File: src/rtl/eth_tx_sched_if.sv
// eth_tx_sched_if: source requests/bytes, grant/pop/status strobes and eth_tx payload side of eth_tx_sched
interface eth_tx_sched_if #(parameter int pLEN_W = 11);
  logic [1:0] Src_Req, Src_Rd, Src_Grant, Src_Done, Src_Err;
  logic [pLEN_W-1:0] Src_Len0, Src_Len1;
  logic [7:0] Src_Byte0, Src_Byte1, Eth_Byte;
  logic Eth_Byte_Valid, Eth_Pkt_Rdy, Tx_En, Busy;
  modport master(
    input Src_Req, Src_Len0, Src_Len1, Src_Byte0, Src_Byte1, Tx_En,
    output Src_Rd, Src_Grant, Src_Done, Src_Err, Eth_Byte, Eth_Byte_Valid, Eth_Pkt_Rdy, Busy
  );
  modport slave(
    output Src_Req, Src_Len0, Src_Len1, Src_Byte0, Src_Byte1, Tx_En,
    input Src_Rd, Src_Grant, Src_Done, Src_Err, Eth_Byte, Eth_Byte_Valid, Eth_Pkt_Rdy, Busy
  );
endinterface

File: src/rtl/eth_tx_sched.sv
// eth_tx_sched: round-robin two-source scheduler (Clk, Rst, bus=eth_tx_sched_if.master) padding payloads into eth_tx and enforcing IPG
module eth_tx_sched #(
  parameter int pMIN_PAYLOAD = 46,
  parameter int pMAX_PAYLOAD = 1500,
  parameter int pIPG_CYCLES = 48,
  parameter int pLEN_W = 11
) (
  input logic Clk,
  input logic Rst,
  eth_tx_sched_if.master bus
);
  localparam int IW = $clog2(pIPG_CYCLES + 1);
  localparam logic [pLEN_W-1:0] MIN_L = pLEN_W'(pMIN_PAYLOAD);
  localparam logic [pLEN_W-1:0] MAX_L = pLEN_W'(pMAX_PAYLOAD);
  typedef enum logic [2:0] {IDLE, LOAD, PAD, START, WAIT_TX_START, WAIT_TX_END, IPG} state_t;
  state_t state;
  logic ptr, g, sel;
  logic [pLEN_W-1:0] cnt, cnt_n, len, sel_len;
  logic [IW-1:0] ipg;
  always_comb begin
    sel = bus.Src_Req[ptr] ? ptr : ~ptr;
    sel_len = sel ? bus.Src_Len1 : bus.Src_Len0;
    cnt_n = cnt + pLEN_W'(1);
    bus.Src_Rd = (state == LOAD) ? (g ? 2'b10 : 2'b01) : 2'b00;
  end
  always_ff @(posedge Clk) begin
    if (Rst) begin
      state <= IDLE;
      ptr <= 1'b0;
      g <= 1'b0;
      cnt <= '0;
      len <= '0;
      ipg <= '0;
      bus.Src_Grant <= 2'b00;
      bus.Src_Done <= 2'b00;
      bus.Src_Err <= 2'b00;
      bus.Eth_Byte <= 8'h00;
      bus.Eth_Byte_Valid <= 1'b0;
      bus.Eth_Pkt_Rdy <= 1'b0;
      bus.Busy <= 1'b0;
    end else begin
      bus.Src_Done <= 2'b00;
      bus.Src_Err <= 2'b00;
      bus.Eth_Byte_Valid <= 1'b0;
      bus.Eth_Pkt_Rdy <= 1'b0;
      case (state)
        IDLE: if (|bus.Src_Req) begin
          if (sel_len == '0 || sel_len > MAX_L) begin
            bus.Src_Err <= sel ? 2'b10 : 2'b01;
            ptr <= ~sel;
          end else begin
            g <= sel;
            len <= sel_len;
            cnt <= '0;
            bus.Src_Grant <= sel ? 2'b10 : 2'b01;
            bus.Busy <= 1'b1;
            state <= LOAD;
          end
        end
        LOAD: begin
          bus.Eth_Byte <= g ? bus.Src_Byte1 : bus.Src_Byte0;
          bus.Eth_Byte_Valid <= 1'b1;
          cnt <= cnt_n;
          if (cnt_n == len) state <= (len < MIN_L) ? PAD : START;
        end
        PAD: begin
          bus.Eth_Byte <= 8'h00;
          bus.Eth_Byte_Valid <= 1'b1;
          cnt <= cnt_n;
          if (cnt_n == MIN_L) state <= START;
        end
        START: begin
          bus.Eth_Pkt_Rdy <= 1'b1;
          state <= WAIT_TX_START;
        end
        WAIT_TX_START: if (bus.Tx_En) state <= WAIT_TX_END;
        WAIT_TX_END: if (!bus.Tx_En) begin
          bus.Src_Done <= bus.Src_Grant;
          bus.Src_Grant <= 2'b00;
          ptr <= ~g;
          ipg <= IW'(pIPG_CYCLES - 1);
          state <= IPG;
        end
        IPG: if (ipg == '0) begin
          bus.Busy <= 1'b0;
          state <= IDLE;
        end else ipg <= ipg - IW'(1);
        default: state <= IDLE;
      endcase
    end
  end
endmodule

File: src/flat_wrapper.sv
// flat-port wrapper written by rule: the top's interface ports become plain ports
module eth_tx_sched_flat 
#(
  parameter int pMIN_PAYLOAD = 46,
  parameter int pMAX_PAYLOAD = 1500,
  parameter int pIPG_CYCLES = 48,
  parameter int pLEN_W = 11
)
  (Clk, Rst, bus_Src_Req, bus_Src_Len0, bus_Src_Len1, bus_Src_Byte0, bus_Src_Byte1, bus_Tx_En, bus_Src_Rd, bus_Src_Grant, bus_Src_Done, bus_Src_Err, bus_Eth_Byte, bus_Eth_Byte_Valid, bus_Eth_Pkt_Rdy, bus_Busy);
  eth_tx_sched_if #(.pLEN_W(pLEN_W)) bus_i ();
  input logic Clk;
  input logic Rst;
  input wire logic [$bits(bus_i.Src_Req)-1:0] bus_Src_Req;
  input wire logic [$bits(bus_i.Src_Len0)-1:0] bus_Src_Len0;
  input wire logic [$bits(bus_i.Src_Len1)-1:0] bus_Src_Len1;
  input wire logic [$bits(bus_i.Src_Byte0)-1:0] bus_Src_Byte0;
  input wire logic [$bits(bus_i.Src_Byte1)-1:0] bus_Src_Byte1;
  input wire logic [$bits(bus_i.Tx_En)-1:0] bus_Tx_En;
  output wire logic [$bits(bus_i.Src_Rd)-1:0] bus_Src_Rd;
  output wire logic [$bits(bus_i.Src_Grant)-1:0] bus_Src_Grant;
  output wire logic [$bits(bus_i.Src_Done)-1:0] bus_Src_Done;
  output wire logic [$bits(bus_i.Src_Err)-1:0] bus_Src_Err;
  output wire logic [$bits(bus_i.Eth_Byte)-1:0] bus_Eth_Byte;
  output wire logic [$bits(bus_i.Eth_Byte_Valid)-1:0] bus_Eth_Byte_Valid;
  output wire logic [$bits(bus_i.Eth_Pkt_Rdy)-1:0] bus_Eth_Pkt_Rdy;
  output wire logic [$bits(bus_i.Busy)-1:0] bus_Busy;
  assign bus_i.Src_Req = bus_Src_Req;
  assign bus_i.Src_Len0 = bus_Src_Len0;
  assign bus_i.Src_Len1 = bus_Src_Len1;
  assign bus_i.Src_Byte0 = bus_Src_Byte0;
  assign bus_i.Src_Byte1 = bus_Src_Byte1;
  assign bus_i.Tx_En = bus_Tx_En;
  assign bus_Src_Rd = bus_i.Src_Rd;
  assign bus_Src_Grant = bus_i.Src_Grant;
  assign bus_Src_Done = bus_i.Src_Done;
  assign bus_Src_Err = bus_i.Src_Err;
  assign bus_Eth_Byte = bus_i.Eth_Byte;
  assign bus_Eth_Byte_Valid = bus_i.Eth_Byte_Valid;
  assign bus_Eth_Pkt_Rdy = bus_i.Eth_Pkt_Rdy;
  assign bus_Busy = bus_i.Busy;
  eth_tx_sched #(.pMIN_PAYLOAD(pMIN_PAYLOAD), .pMAX_PAYLOAD(pMAX_PAYLOAD), .pIPG_CYCLES(pIPG_CYCLES), .pLEN_W(pLEN_W)) u_core (.Clk(Clk), .Rst(Rst), .bus(bus_i));
endmodule
File: config.mk
export PLATFORM = sky130hd
export DESIGN_NAME = eth_tx_sched_flat
export DESIGN_NICKNAME = d
export VERILOG_FILES = /design/src/rtl/eth_tx_sched_if.sv /design/src/rtl/eth_tx_sched.sv /design/src/flat_wrapper.sv
export SDC_FILE = /design/constraint.sdc
export NUM_CORES = 1
export LEC_CHECK = 0
export BUFFER_PORTS_ARGS = -buffer_cell sky130_fd_sc_hd__buf_2
export CAP_MARGIN = 20
export CORE_AREA = 2 2 88 90
export CTS_CLUSTER_DIAMETER = 120
export DETAILED_ROUTE_END_ITERATION = 7
export DIE_AREA = 0 0 90 92
export GPL_ROUTABILITY_DRIVEN = 0
export MAX_ROUTING_LAYER = met4
export SLEW_MARGIN = 20
export SYNTH_ARGS = -nofsm -noshare
export SYNTH_HDL_FRONTEND = slang
export SYNTH_SLANG_ARGS = --single-unit
File: constraint.sdc
create_clock -name Clk -period 2.2 [get_ports Clk]
set_clock_uncertainty 0.2 [all_clocks]
set_input_delay 0.44 -clock Clk [delete_from_list [all_inputs] [get_ports Clk]]
set_output_delay 0.44 -clock Clk [all_outputs]
set_load 0.01 [all_outputs]
==> impl_summary.txt <==
----------------------------------------------------
[Critical path]
  Slowest cell on the critical path ... sky130_fd_sc_hd__a2111oi_4
  Top Family by Delay on Critical Path ... compound AO/OA/AOI/OAI gates
  Crit start category ... input pin
  WP buf/inv ... 2
  Data required time at the worst endpoint ... between 2 and 2.5 ns
  Crit-path cells ... buf_2 > nand3_1 > or3_4 > a2111oi_4 > nor3_4 > buf_4 > o221ai_1 > a31oi_2 > a31o_2
  Kind of end point of the critical path ... flop
  Arrival time of data at the critical path endpoint ... around 2.2 ns
  Crit-path max FO ... 5
  Worst stage delay on the critical path ... around 0.4 ns
  CP Class ... in2reg

[CTS]
  TritonCTS Buffers ... 5
  Number of clock sinks ... 50
  Skew-Pair Late Insertion Delay ... 0.31 ns
  Number of buffers added to fix hold violations after cts ... 0
  Clock buffer depth ... 2
  CTS Root Buffer Type ... sky130_fd_sc_hd__clkbuf_8
  TritonCTS clock tree ... yes
  Number of levels the H-tree was split into ... 2
  Clk slew on worst S/H paths ... approximately 0.09 ns

[Final layout]
  Final core utilization ... between 50% and 60%
  Share of final-layout standard cells stronger than drive strength 1 ... 38.86%
  Filler cell count ... approximately 720
  Area added between synthesis and finish ... 42.38%
  Antenna diode count ... 0
  Net count, final ... approximately 550

[Timing]
  Final hold vios ... 0
  Worst hold slack ... roughly 0.21 ns
  Final worst path period share ... 100.0%
  Final Worst Setup Slack ... -0.00003042 ns
  FMAX ... roughly 450 MHz
  Unrepaired setup endpoints after global routing ... true
  Worst-margin pin slew ... a little over 0.6 ns
  Finish-stage setup viols ... 1
  Final worst path period need ... about 2.2 ns
  Max-slew violations ... 0
  Slew headroom ... between 50% and 60%

[Synthesis]
  Synthesized flop and latch total ... 50
  Seq/Total Area, Yosys ... 33.60%
  Post-synthesis xor/xnor area fraction ... between 4 and 5%
  Net count after synthesis ... about 430
  Fraction of post-synthesis cell area in the top cell type by area ... ~34%
  Number of distinct library cell variants in the gate-level netlist after synthesis ... 58
  Count of mapped cells out of synthesis ... roughly 380
  Async set or reset register ratio after synthesis ... 0%
  Top cells by area in the synthesized netlist ... sky130_fd_sc_hd__dfxtp_1, sky130_fd_sc_hd__nand2_1, sky130_fd_sc_hd__nor2_1
  Post-synthesis mux area share ... under 10%
  YS warnings ... 0
  Most common cell in the netlist ... sky130_fd_sc_hd__nand2_1
  Primary flip-flop cell chosen by synthesis mapping ... sky130_fd_sc_hd__dfxtp_1
  Simple-gate share of the synthesized area ... about a quarter
  Cell type contributing the most total cell area after synthesis ... sky130_fd_sc_hd__dfxtp_1
  Post-Synth Adder-Cell Area ... under 10%
  Number of flops mapped to enable cells by yosys ... 0
  Post-synthesis compound-gate area fraction ... between 20% and 30%
  Post-synthesis instance area ... just under 3000 µm²
  Combinational family with the most area after synthesis ... simple AND/OR/NAND/NOR gates
  List of most frequent post-synthesis cells ... sky130_fd_sc_hd__nand2_1, sky130_fd_sc_hd__dfxtp_1, sky130_fd_sc_hd__nor2_1, sky130_fd_sc_hd__o21ai_0, sky130_fd_sc_hd__a21oi_1
  Post-synthesis area per instance ... between 7 and 8 µm²

[Global route]
  Pin count of the biggest net entering global routing ... 26
  Number of global-route vias before repair ... about 3,000
  Antenna violations before repair ... 0
  Total congestion overflow after global routing ... 0
  Overall global routing resource usage ... about a fifth
  First-pass GRT wire length ... roughly 14,000 µm

[Floorplan]
  Die height ... between 90 and 100 µm
  Placement row count ... 32
  Initial Utilization ... 40.00%
  Placeable core region ... around 7400 µm²
  Top-level port count ... a little over 60
  Die footprint ... slightly above 8000 µm²
  DIE WIDTH ... 90 µm

[Power]
  Power Dens Cells ... between 500 and 600 nW/µm²
  Highest ir drop seen on vdd ... roughly 0.29 mV
  Leakage component of the power ... ~1.7 nW

[Placed design]
  Number of port buffers ... about 60
  Post-detailed-placement half-perimeter wirelength ... around 6200 µm

[Run]
  MaxCap Viol Count ... 0

[Route]
  Met2 layer wire length in the routed design ... about 4300 µm
  Total wire length ... approximately 9000 µm
  DR WL met3 ... about 240 µm
  Count of TritonRoute iterations in the first routing pass ... 4
  M1 wire length ... 4146 µm
  Remaining antenna violation count after routing ... 0
  Highest metal layer used by the detailed router ... met4
  Violation count after the first detailed-routing iteration ... about 180
  Via density per instance ... ~5.3
  Total via count after detailed routing ... approximately 3,200
  Drt wl/cell ... 14.45 µm
  Total DRC errors in the routed layout ... 0

[Min path]
  Worst min-delay path class ... in2reg

[Status]
  Failing checks ... setup timing
  Outcome ... finished with violations

----------------------------------------------------
## logic make-up (layout without fill, tap and decap cells)
kind of cell    Yosys count  count (layout)
mux                      13              13
simple gates            160             162
xor+xnor                 16              16
fa+ha+maj                 3               3
buf+inv                  38             161
flops                    50              50
compound gates          102             102
## what timing repair did
action / in CTS / in global routing
setup buffers: 3 / 9
cloned: 1 / 3
setup endpoints to repair: 14 / 24
gates resized for setup: 17 / 42
pin swaps: 6 / 26
## stage by stage
| step | instances | setup TNS (ns) | area [µm²] | setup slack, ns | total power [mW] |
|---|---|---|---|---|---|
| finish | 609 | -0.00003042 | 4242 | -0.00003042 | 2.328 |
| global route | 609 | -0.3665 | 4242 | -0.1040 | 2.452 |
| CTS | 597 | 0 | 4011 | 0.004556 | 2.280 |
| detailed placement | 586 | -5.023 | 3801 | -0.2546 | 1.611 |
| global placement | 586 | -4.440 | 3801 | -0.2240 | 1.600 |
| floorplan | 382 | -0.02677 | 2994 | -0.01577 | 1.392 |
## cells in the final DEF (no fill, tap or decap), types with 5 or more instances in the layout
| cell | count |
|---|---|
| sky130_fd_sc_hd__nand2_1 | 52 |
| sky130_fd_sc_hd__a211oi_1 | 7 |
| sky130_fd_sc_hd__nor3_1 | 15 |
| sky130_fd_sc_hd__a21oi_1 | 17 |
| sky130_fd_sc_hd__buf_4 | 75 |
| sky130_fd_sc_hd__buf_6 | 7 |
| sky130_fd_sc_hd__inv_1 | 12 |
| sky130_fd_sc_hd__dfxtp_1 | 43 |
| sky130_fd_sc_hd__mux2i_1 | 10 |
| sky130_fd_sc_hd__nor2_1 | 45 |
| sky130_fd_sc_hd__xnor2_1 | 9 |
| sky130_fd_sc_hd__nor4_1 | 5 |
| sky130_fd_sc_hd__dfxtp_2 | 6 |
| sky130_fd_sc_hd__clkbuf_8 | 5 |
| sky130_fd_sc_hd__buf_2 | 58 |
| sky130_fd_sc_hd__o21ai_0 | 19 |
| sky130_fd_sc_hd__a22oi_1 | 8 |
| sky130_fd_sc_hd__a311oi_1 | 14 |
| sky130_fd_sc_hd__nand3_1 | 7 |
## worst register-to-register path, delay by kind of cell, from the launching register on
kind	cells	cell delay, ns
AO/OA/AOI/OAI	3	0.53
multiplexers	2	0.50
buffers and inverters	1	0.17
flip-flops	1	0.37
AND/OR/NAND/NOR	1	0.34
## registers in the layout (all words and copies together), names as in the netlist
signal and cells:
u_core.bus.Src_Err 2, u_core.bus.Src_Done 2, u_core.bus.Eth_Byte_Valid 1, u_core.ipg 6, u_core.bus.Src_Grant 2, u_core.len 11
u_core.cnt 11, u_core.state 3, u_core.bus.Eth_Pkt_Rdy 1, u_core.g 1, u_core.bus.Eth_Byte 8, u_core.bus.Busy 1
u_core.ptr 1
## path summary, 6_finish.rpt
path | startpoint | endpoint | slack (ns) | depth (start not counted)
worst min register to register | u_core.bus.Src_Grant[0] | u_core.bus.Src_Done[0] | 0.29 | 2
worst max register to register | u_core.ptr | u_core.state[1] | 0.04 | 7
worst max-delay path | bus_Src_Len1[7] | u_core.state[1] | -0.00003 | 9
worst min-delay path | bus_Src_Len1[1] | u_core.len[1] | 0.21 | 3
## routing by layer
layer  vias to the layer above  track usage (%)
met3                        11            3.040
li1                       1634                -
met4                         0            4.744
met5                         -                -
met1                      1544            26.84
met2                        60            33.90
## where the power goes
group,internal [mW],leakage [nW],switching (mW)
clock network,0.335,0.0542,0.316
logic,0.314,1.28,0.328
registers,0.970,0.411,0.0653
total,1.62,1.74,0.709
## layout make-up
class,count,area [µm²],area share [%]
clock buffer,5,68.82,1.622
inverter,12,45.04,1.062
tap,102,127.6,3.009
sequential,50,1012,23.86
clock inverter,2,38.79,0.9145
timing repair buffer,142,962.2,22.68
multi-input combinational,296,1987,46.84
Power figures use the tool's default switching activity.
